===== config.mk =====
export PLATFORM = sky130hd
export DESIGN_NAME = parity_tx
export DESIGN_NICKNAME = d
export VERILOG_FILES = /design/src/rtl/parity_tx.sv
export SDC_FILE = /design/constraint.sdc
export NUM_CORES = 1
export LEC_CHECK = 0
export ABC_AREA = 0
export CAP_MARGIN = 20
export CELL_PAD_IN_SITES_DETAIL_PLACEMENT = 0
export CELL_PAD_IN_SITES_GLOBAL_PLACEMENT = 1
export CORE_MARGIN = 5
export CORE_UTILIZATION = 41
export CTS_CLUSTER_DIAMETER = 200
export CTS_CLUSTER_SIZE = 28
export DETAILED_ROUTE_END_ITERATION = 8
export PLACE_DENSITY_LB_ADDON = 0.25
export SLEW_MARGIN = 40
export SYNTH_ARGS = -nofsm -noshare
export SYNTH_HDL_FRONTEND = slang
export SYNTH_SLANG_ARGS = --single-unit

===== constraint.sdc =====
create_clock -name clk -period 3.7 [get_ports clk]
set_clock_uncertainty 0.05 [all_clocks]
set_input_delay 0.37 -clock clk [delete_from_list [all_inputs] [get_ports clk]]
set_output_delay 0.37 -clock clk [all_outputs]
set_load 0.02 [all_outputs]

===== src/rtl/parity_tx.sv =====
`default_nettype none
// ============================================================================
// Module   : parity_tx
// Purpose  : Serial transmitter sending one byte per frame as
//            start(0), data LSB first, supplied parity bit, stop(1). Each bit
//            is held for CLKS_PER_BIT clocks. One-byte capture, no queuing.
// Macro    : PARITY_CHECK_EN -- when defined, the supplied parity is checked
//            against the captured byte and parity_err pulses for the first
//            START cycle on a mismatch (the supplied bit is still sent).
// Revision : 1.0 -- initial release
// ============================================================================
module parity_tx #(
  parameter int CLKS_PER_BIT = 4
) (
  input  logic       clk,
  input  logic       rst_n,
  input  logic [7:0] in,
  input  logic       parity,
  input  logic       in_valid,
  output logic       in_ready,
  output logic       tx,
  output logic       busy,
  output logic       parity_err
);

  typedef enum logic [2:0] {
    IDLE  = 3'd0,
    START = 3'd1,
    DATA  = 3'd2,
    PAR   = 3'd3,
    STOP  = 3'd4
  } state_t;

  localparam logic [7:0] c_cnt_max = 8'(CLKS_PER_BIT - 1);

  state_t     state_q, state_d;
  logic [7:0] cnt_q, cnt_d;
  logic [2:0] idx_q, idx_d;
  logic [7:0] data_q, data_d;
  logic       par_q, par_d;
  logic       tx_q, tx_d;
  logic       in_ready_q, in_ready_d;
  logic       busy_q, busy_d;
  logic       parity_err_q, parity_err_d;

  logic       handshake;
  logic       bit_done;

  assign handshake = (state_q == IDLE) && in_ready_q && in_valid;
  assign bit_done  = (cnt_q == c_cnt_max);

  // Next-state, bit-period counter and data-bit index; capture on handshake
  always_comb begin
    state_d = state_q;
    cnt_d   = cnt_q;
    idx_d   = idx_q;
    data_d  = data_q;
    par_d   = par_q;
    case (state_q)
      IDLE: begin
        if (handshake) begin
          data_d  = in;
          par_d   = parity;
          cnt_d   = 8'd0;
          idx_d   = 3'd0;
          state_d = START;
        end
      end
      START: begin
        if (bit_done) begin
          cnt_d   = 8'd0;
          idx_d   = 3'd0;
          state_d = DATA;
        end else begin
          cnt_d = cnt_q + 8'd1;
        end
      end
      DATA: begin
        if (bit_done) begin
          cnt_d = 8'd0;
          // index wraps 7->0 as the frame moves on to the parity bit
          idx_d = idx_q + 3'd1;
          if (idx_q == 3'd7) begin
            state_d = PAR;
          end
        end else begin
          cnt_d = cnt_q + 8'd1;
        end
      end
      PAR: begin
        if (bit_done) begin
          cnt_d   = 8'd0;
          state_d = STOP;
        end else begin
          cnt_d = cnt_q + 8'd1;
        end
      end
      STOP: begin
        if (bit_done) begin
          cnt_d   = 8'd0;
          state_d = IDLE;
        end else begin
          cnt_d = cnt_q + 8'd1;
        end
      end
      default: begin
        cnt_d   = 8'd0;
        idx_d   = 3'd0;
        state_d = IDLE;
      end
    endcase
  end

  // Outputs are decoded from the next state so the registered versions line
  // up with the state they belong to (tx=0 the cycle after the handshake)
  always_comb begin
    tx_d       = 1'b1;
    busy_d     = (state_d != IDLE);
    in_ready_d = (state_d == IDLE);
    case (state_d)
      IDLE:    tx_d = 1'b1;
      START:   tx_d = 1'b0;
      DATA:    tx_d = data_d[idx_d];
      PAR:     tx_d = par_d;
      STOP:    tx_d = 1'b1;
      default: tx_d = 1'b1;
    endcase
`ifdef PARITY_CHECK_EN
    // high only on the capture edge, so the pulse covers the first START cycle
    parity_err_d = handshake && ((^in) != parity);
`else
    parity_err_d = 1'b0;
`endif
  end

  // State and registered outputs; synchronous active-low reset aborts any frame
  always_ff @(posedge clk) begin
    if (!rst_n) begin
      state_q      <= IDLE;
      cnt_q        <= 8'd0;
      idx_q        <= 3'd0;
      data_q       <= 8'd0;
      par_q        <= 1'b0;
      tx_q         <= 1'b1;
      in_ready_q   <= 1'b0;
      busy_q       <= 1'b0;
      parity_err_q <= 1'b0;
    end else begin
      state_q      <= state_d;
      cnt_q        <= cnt_d;
      idx_q        <= idx_d;
      data_q       <= data_d;
      par_q        <= par_d;
      tx_q         <= tx_d;
      in_ready_q   <= in_ready_d;
      busy_q       <= busy_d;
      parity_err_q <= parity_err_d;
    end
  end

  assign tx         = tx_q;
  assign in_ready   = in_ready_q;
  assign busy       = busy_q;
  assign parity_err = parity_err_q;

endmodule
`default_nettype wire


Yosys cells after proc, flatten, opt, wreduce, memory -nomap -nowiden
Cells that the tools add are included.
Widths: inputs -> output; s select.
{"block": "classes", "add_sub_neg": 2, "multipliers": 0, "div": 0, "order_cmp": 1, "eq_ne": 10, "shifts": 0, "n_mux": 21, "n_bitwise": 0, "n_reduce_logical": 7}
{"cell": "$mux 8", "n": 4}
{"cell": "$mux 3", "n": 9}
{"cell": "$pmux 8 s2", "n": 1}
{"cell": "$pmux 3 s5", "n": 1}
{"cell": "$eq 3x2->1 const B", "n": 4}
{"cell": "$pmux 3 s4", "n": 1}
{"cell": "$add 8x1->8 const B", "n": 1}
{"cell": "$eq 8x2->1 const B", "n": 1}
{"cell": "$eq 3x1->1 const B", "n": 2}
{"cell": "$eq 3x3->1 const B", "n": 2}
{"cell": "$logic_not 3->1", "n": 2}
{"cell": "$lt 3x4->1 const B", "n": 1}
{"cell": "$reduce_or 4->1", "n": 1}
{"cell": "$add 3x1->3 const B", "n": 1}
{"cell": "$bmux 1 s3", "n": 1}
{"cell": "$mux 1", "n": 3}
{"cell": "$pmux 1 s3", "n": 1}
{"cell": "$reduce_bool 3->1", "n": 1}
{"cell": "$logic_and 1x1->1", "n": 2}
{"cell": "$ne 2x2->1 const B", "n": 1}
{"cell": "$reduce_or 2->1", "n": 1}
{"block": "totals", "regBits": 26, "latch_bits": 0, "ram_bits": 0, "mem_bits_ro": 0, "in_bits": 12, "output_inout_bits": 4, "memories": 0}

Depth between registers and ports, before layout
Gate-level depths: netlist of the first run.
{"block": "depth", "depth_word": 8, "depth_mapped": 12}

Worst setup path after synthesis of the first run
Ideal clock, no wire load.
{"block": "synth_path", "path_kind": "flip-flop to flip-flop", "start": "register cnt_q[0]", "end": "register tx_q, in the netlist tx", "t_arrival_ps": 2501, "required_ps": 3576, "slack_ps": 1075, "path_stages_with_launch": 13, "n_path_buf": 1, "cell_sequence": "dfxtp_1 -> ha_1 -> nor4b_2 -> and2_1 -> buf_6 -> inv_4 -> ha_1 -> nor3b_1 -> a21oi_1 -> o22ai_1 -> mux2_2 -> o31a_1 -> a31oi_1"}
{"block": "synth_between", "elab_chain_len": 6, "word_cells_on_any_way": 15}
{"item": "start: declaration", "line_no": "37", "source": "logic [7:0] cnt_q, cnt_d;"}
{"item": "start signal: assignment", "line_no": "150", "source": "cnt_q <= cnt_d;"}
{"item": "$eq 8x2->1 *", "line_no": "50", "source": "assign bit_done = (cnt_q == c_cnt_max);"}
{"item": "$mux 3 (on tied branches)", "line_no": "79, 70"}
{"item": "$pmux 3 s4", "line_no": "59", "source": "case (state_q)"}
{"item": "$bmux 1 s3", "line_no": "123", "source": "DATA: tx_d = data_d[idx_d];"}
{"item": "$mux 1 (not written as such)", "line_no": "123"}
{"item": "$pmux 1 s3 *", "line_no": "120", "source": "case (state_d)"}
{"item": "end signal: assignment", "line_no": "154", "source": "tx_q <= tx_d;"}
{"item": "end: declaration", "line_no": "41", "source": "logic tx_q, tx_d;"}
Every way passes the cells marked *; elsewhere a longest branch is shown, timed or not. The select of a mux whose other input is x is not followed.
A chain may end at the register's enable or synchronous reset.

Final worst setup path of the first run
Same ends and word-level chain as after synthesis.

==> impl_metrics.json, run 1 <==
{
  "cpMostUsedCell": "ha_1",
  "io_pins": 16,
  "synthCells": 161,
  "synth_edf_count": 0,
  "cts_resized": 0,
  "grt.total_usage": 0.135,
  "timing.critical_path.arrival_ns": 3.17,
  "grt_max_degree": 18,
  "seqCellArea_um2": 520,
  "critPathSlowestCell": "dfxtp_1",
  "final.fill_count": 335,
  "final_util": 0.476,
  "p_seq_frac": 0.578,
  "start_util": 0.419,
  "path_clk_slew_ns": 0.14,
  "final_common_cell": "dfxtp_1",
  "antenna_cells": 0,
  "clockPowerShare": 0.283,
  "drv_slew": 0,
  "rsz0062_at_grt": "false",
  "p_leak_nw": 0.563,
  "area_growth_pct": 13.6,
  "layout_common_cells": "26 x dfxtp_1, 17 x nand2_1, 15 x nor2_1, 14 x clkdlybuf4s50_1, 7 x inv_1",
  "fin_crit_ns": 2.95,
  "viasPerCell": 5.20,
  "dpl.hpwl_mm": 2.12,
  "path_max_fanout": 7,
  "core-area_mm2": 0.00331,
  "cap_violations": 0,
  "antenna_found_initial": 0,
  "max_stage_delay_ns": 0.42,
  "pwr-share-comb": 0.139,
  "min_period_over_period": 0.796,
  "avgSynthCellArea_um2": 8.62,
  "slew_headroom": 0.617,
  "worstSetupStartpointType": "flip-flop",
  "yosysUniqueCellTypes": 46,
  "crit_buf_inv": 1,
  "grt_pass1_wl_mm": 4.73,
  "finalSetupViolations": 0,
  "final_antenna_net_count": 0,
  "yosysSeqAreaShare": 0.375,
  "htreeDepth": 1,
  "row_count": 21,
  "nNetsFinal": 189,
  "irDropWorstVdd_v": 0.000165,
  "critical_path_required_ns": 3.92,
  "hold_violations": 0,
  "p_int_mw": 0.385,
  "p_sw_frac": 0.253,
  "overflow": 0,
  "vias": 1133,
  "power.switching_mw": 0.130,
  "tns_ns": 0,
  "multi_input_area_um2": 790,
  "routed_wl_mm": 2.82,
  "synthFlopType": "dfxtp_1",
  "tightest_slew_ns": 0.573,
  "cts_root_buf": "clkbuf_4",
  "drt_iter0_markers": 62,
  "gp_congestion": 0.794,
  "syn_area_mm2": 0.00139,
  "drc": 0,
  "end_kind": "flip-flop",
  "final_cells": 218,
  "cts_hold_buf": 0,
  "cts_sinks": 26,
  "hp-class": "flip-flop to flip-flop",
  "power_density_mw_per_mm2": 327,
  "first_pass_iters": 5,
  "grt_pass1_vias": 1066,
  "clk_latency_ns": 0.33,
  "io_buffer_count": 14,
  "die_h_um": 68.2,
  "crit_family": "compound AO/OA/AOI/OAI gates",
  "fmaxAchievable_mhz": 339,
  "crit_chain": "ha_1 > nor4b_2 > and2_1 > inv_4 > ha_1 > nor3b_1 > a21oi_1 > o22ai_1 > mux2_2 > o31a_1 > a31oi_1",
  "post_drt_wl_per_cell_um": 12.9,
  "dp.cells": 214,
  "cts_buffers": 3,
  "synth-seq-cells": 26,
  "async_flop_share": 0,
  "yosys_warnings": 0,
  "dieArea_mm2": 0.00465,
  "die_width_um": 68.2,
  "post_cts_buffers": 0,
  "syn-num-nets": 177,
  "outcome": "complete, no violations",
  "layout-drive-gt1-share": 0.0814,
  "timing.hold.ws_ns": 0.436,
  "cts_buffer_depth": 2,
  "power_mw": 0.515,
  "critical_path_class": "flip-flop to flip-flop",
  "cts_tree": "built"
}
-- logic make-up after synthesis --
logic type      Yosys count  share of synthesized area
simple gates             68                      0.265
compound gates           32                      0.162
flops                    26                      0.375
buf+inv                  15                     0.0559
xor+xnor                  8                     0.0505
mux                       7                     0.0523
fa+ha+maj                 4                     0.0361
other cells               1                    0.00270
-- per-stage QoR --
| step | setup slack, ns | cell area, um2 |
|---|---|---|
| 2_1_floorplan | 1.07 | 1390 |
| 3_3_place_gp | 0.888 | 1540 |
| 3_5_place_dp | 0.774 | 1540 |
| 4_1_cts | 0.722 | 1580 |
| 5_1_grt | 0.576 | 1580 |
| 6_report | 0.753 | 1580 |
-- worst min-delay path: stages (launching register included) --
cell and delay, ns:
dfxtp_1 0.34, nand2_1 0.05, a21boi_0 0.07
-- synthesized netlist by cell type, types with 2 or more instances --
| library cell | number | area [um2] |
|---|---|---|
| nor2b_1 | 5 | 31.3 |
| nand2_1 | 17 | 63.8 |
| mux2_2 | 2 | 22.5 |
| o21ai_0 | 4 | 20.0 |
| ha_1 | 4 | 50.1 |
| buf_6 | 2 | 22.5 |
| clkbuf_1 | 4 | 15.0 |
| nand3_1 | 6 | 30.0 |
| inv_1 | 7 | 26.3 |
| o21a_1 | 2 | 15.0 |
| a21oi_1 | 3 | 15.0 |
| mux2i_1 | 5 | 50.1 |
| xnor2_1 | 4 | 35.0 |
| nand4_1 | 3 | 18.8 |
| o22ai_1 | 4 | 25.0 |
| and3_1 | 2 | 12.5 |
| nor2_1 | 15 | 56.3 |
| or2b_1 | 2 | 15.0 |
| o211ai_1 | 2 | 15.0 |
| xor2_1 | 4 | 35.0 |
| nor3_1 | 3 | 15.0 |
| a31oi_1 | 2 | 12.5 |
| a21boi_0 | 5 | 37.5 |
| a211oi_1 | 2 | 15.0 |
| dfxtp_1 | 26 | 521 |
| and2_1 | 6 | 37.5 |
-- power by group through the flow --
stage               clock, mW  sequential, mW  combinational, mW
global route            0.160           0.300             0.0779
CTS                     0.150           0.298             0.0717
global placement            0           0.304             0.0710
finish                  0.146           0.298             0.0714
floorplan                   0           0.304             0.0446
detailed placement          0           0.304             0.0714
-- flip-flops by register name, summed over array words and instances, names as in the netlist --
register	cells
busy	1
data_q	8
tx	1
state_q	3
cnt_q	8
idx_q	3
par_q	1
in_ready	1
-- cell type report --
class,count,share of cell area
Multi-Input combinational cell,120,0.501
Sequential cell,26,0.330
Timing Repair Buffer,14,0.0889
Tap cell,46,0.0365
Clock buffer,4,0.0230
Inverter,8,0.0206
-- final timing paths --
check / endpoint / slack [ns] / start / depth (start not counted)
setup / recovery: tx$_SDFF_PN1_ / 0.75 / cnt_q[0]$_SDFFE_PN0P_ / 11
hold / removal: data_q[7]$_SDFF_PN0_ / 0.44 / data_q[7]$_SDFF_PN0_ / 2
hold reg to reg: data_q[7]$_SDFF_PN0_ / 0.44 / data_q[7]$_SDFF_PN0_ / 2
setup reg to reg: tx$_SDFF_PN1_ / 0.75 / cnt_q[0]$_SDFFE_PN0P_ / 11
-- layer usage --
layer | GRT usage | vias up | share of wire
met3 | 0.0263 | 5 | 0.030
met2 | 0.207 | 20 | 0.44
met4 | 0.0546 | 0 | 0.013
met1 | 0.184 | 522 | 0.52
met5 | 0 | - | 0
li1 | - | 586 | -
Note: power is estimated with default switching activity, not from simulation.
==> run 2, diff against run 1 <==
==> constraint.sdc (replaced) <==
create_clock -name clk -period 2.8 [get_ports clk]
set_clock_uncertainty 0.05 [all_clocks]
set_input_delay 0.28 -clock clk [delete_from_list [all_inputs] [get_ports clk]]
set_output_delay 0.28 -clock clk [all_outputs]
set_load 0.02 [all_outputs]
==> impl_metrics.json, run 2 (synthesis gave the netlist of run 1 again) <==
{
  "dp.cells": 217,
  "critical_path_required_ns": 3.02,
  "fin_ws_ns": 0.120,
  "vias": 1141,
  "place_area_mm2": 0.00156,
  "fmaxAchievable_mhz": 373,
  "fin_crit_ns": 2.68,
  "io_pins": 16,
  "rsz0062_at_grt": "false",
  "cap_violations": 0,
  "final_util": 0.488,
  "start_util": 0.419,
  "timing.hold.ws_ns": 0.436,
  "final_common_cell": "dfxtp_1",
  "cts_buffer_depth": 2,
  "drt_iter0_markers": 65,
  "routed_wl_mm": 2.90,
  "outcome": "complete, no violations",
  "overflow": 0,
  "min_period_over_period": 0.957,
  "worstSetupStartpointType": "flip-flop",
  "clk_latency_ns": 0.33,
  "irDropWorstVdd_v": 0.000154,
  "power_density_mw_per_mm2": 425,
  "dpl.hpwl_mm": 2.13,
  "grt_pass1_wl_mm": 4.86,
  "gp_congestion": 0.779,
  "layout_common_cells": "24 x dfxtp_1, 17 x nand2_1, 15 x nor2_1, 14 x clkdlybuf4s50_1, 7 x inv_1",
  "post_drt_wl_per_cell_um": 13.0,
  "hp-class": "flip-flop to flip-flop",
  "finalSetupViolations": 0,
  "final_antenna_net_count": 0,
  "htreeDepth": 1,
  "cts_hold_buf": 0,
  "p_leak_nw": 0.584,
  "viasPerCell": 5.14,
  "die_width_um": 68.2,
  "dp_slack_ns": 0.0713,
  "core-area_mm2": 0.00331,
  "drc": 0,
  "nNetsFinal": 193,
  "layout-drive-gt1-share": 0.125,
  "path_clk_slew_ns": 0.15,
  "area_growth_pct": 16.3,
  "power_mw": 0.686,
  "timing.critical_path.arrival_ns": 2.90,
  "row_count": 21,
  "antenna_cells": 0,
  "antenna_found_initial": 0,
  "io_buffer_count": 14,
  "slew_headroom": 0.634,
  "grt_max_degree": 18,
  "critical_path_class": "flip-flop to flip-flop",
  "critPathSlowestCell": "dfxtp_2",
  "grt.total_usage": 0.138,
  "cts_tree": "built",
  "dieArea_mm2": 0.00465,
  "tns_ns": 0,
  "die_h_um": 68.2,
  "grt_pass1_vias": 1041,
  "drv_slew": 0,
  "hold_violations": 0,
  "max_stage_delay_ns": 0.38,
  "end_kind": "flip-flop",
  "cts_sinks": 26,
  "crit_family": "compound AO/OA/AOI/OAI gates",
  "path_max_fanout": 4,
  "cts_root_buf": "clkbuf_4",
  "tightest_slew_ns": 0.548,
  "first_pass_iters": 4,
  "crit_chain": "ha_2 > nor4b_2 > and2_4 > inv_4 > ha_1 > nor3b_1 > a21oi_1 > o22ai_1 > mux2_2 > o31a_1 > a31oi_1",
  "cts_buffers": 3,
  "reg_top3": "cnt_q x8, data_q x8",
  "fin_area_mm2": 0.00161,
  "crit_buf_inv": 1,
  "final_cells": 222
}
==> run 2: cell count changes in the layout (fill, tap and decap cells not counted), sizes merged <==
cell and change:
buf +4
==> run 2: final timing paths <==
check                        start                    to  slack [ns]  cells past startpoint
min reg2reg   data_q[6]$_SDFF_PN0_  data_q[6]$_SDFF_PN0_        0.44                      2
max          cnt_q[0]$_SDFFE_PN0P_         tx$_SDFF_PN1_        0.12                     11
min           data_q[6]$_SDFF_PN0_  data_q[6]$_SDFF_PN0_        0.44                      2
max reg2reg  cnt_q[0]$_SDFFE_PN0P_         tx$_SDFF_PN1_        0.12                     11
==> run 2: timing repair <==
| item | CTS | global route |
|---|---|---|
| endpoints found under the setup margin | 0 | 1 |
| resized for setup | 0 | 4 |
| setup buffers | 0 | 1 |
==> run 2: per-layer routing <==
layer / vias up / GRT usage / wire (um)
li1: 597 / - / -
met1: 527 / 0.193 / 1530
met2: 13 / 0.209 / 1250
met3: 4 / 0.0279 / 76
met4: 0 / 0.0447 / 39
met5: - / 0 / 0
==> run 2: where the power goes <==
part / internal, mW / leakage [nW] / switching [mW]
Sequential: 0.384 / 0.212 / 0.00989
Combinational: 0.0493 / 0.351 / 0.0492
Clock: 0.0796 / 0.0210 / 0.114
Total: 0.513 / 0.584 / 0.173
==> run 2: area by class of cell <==
class	count	area, um2
Clock buffer	4	36.3
Fill cell	339	1700
Inverter	8	32.5
Multi-Input combinational cell	120	795
Sequential cell	26	523
Tap cell	46	57.6
Timing Repair Buffer	18	170
==> run 2: worst reg2reg max path: cells and delay by family (launching register included) <==
| kind | cells | cell delay (ns) |
|---|---|---|
| AOI/OAI and AO/OA | 4 | 0.72 |
| and+or+nand+nor | 3 | 0.59 |
| adders and majority gates | 2 | 0.48 |
| DFF | 1 | 0.38 |
| muxes | 1 | 0.36 |
| buffers and inverters | 1 | 0.04 |
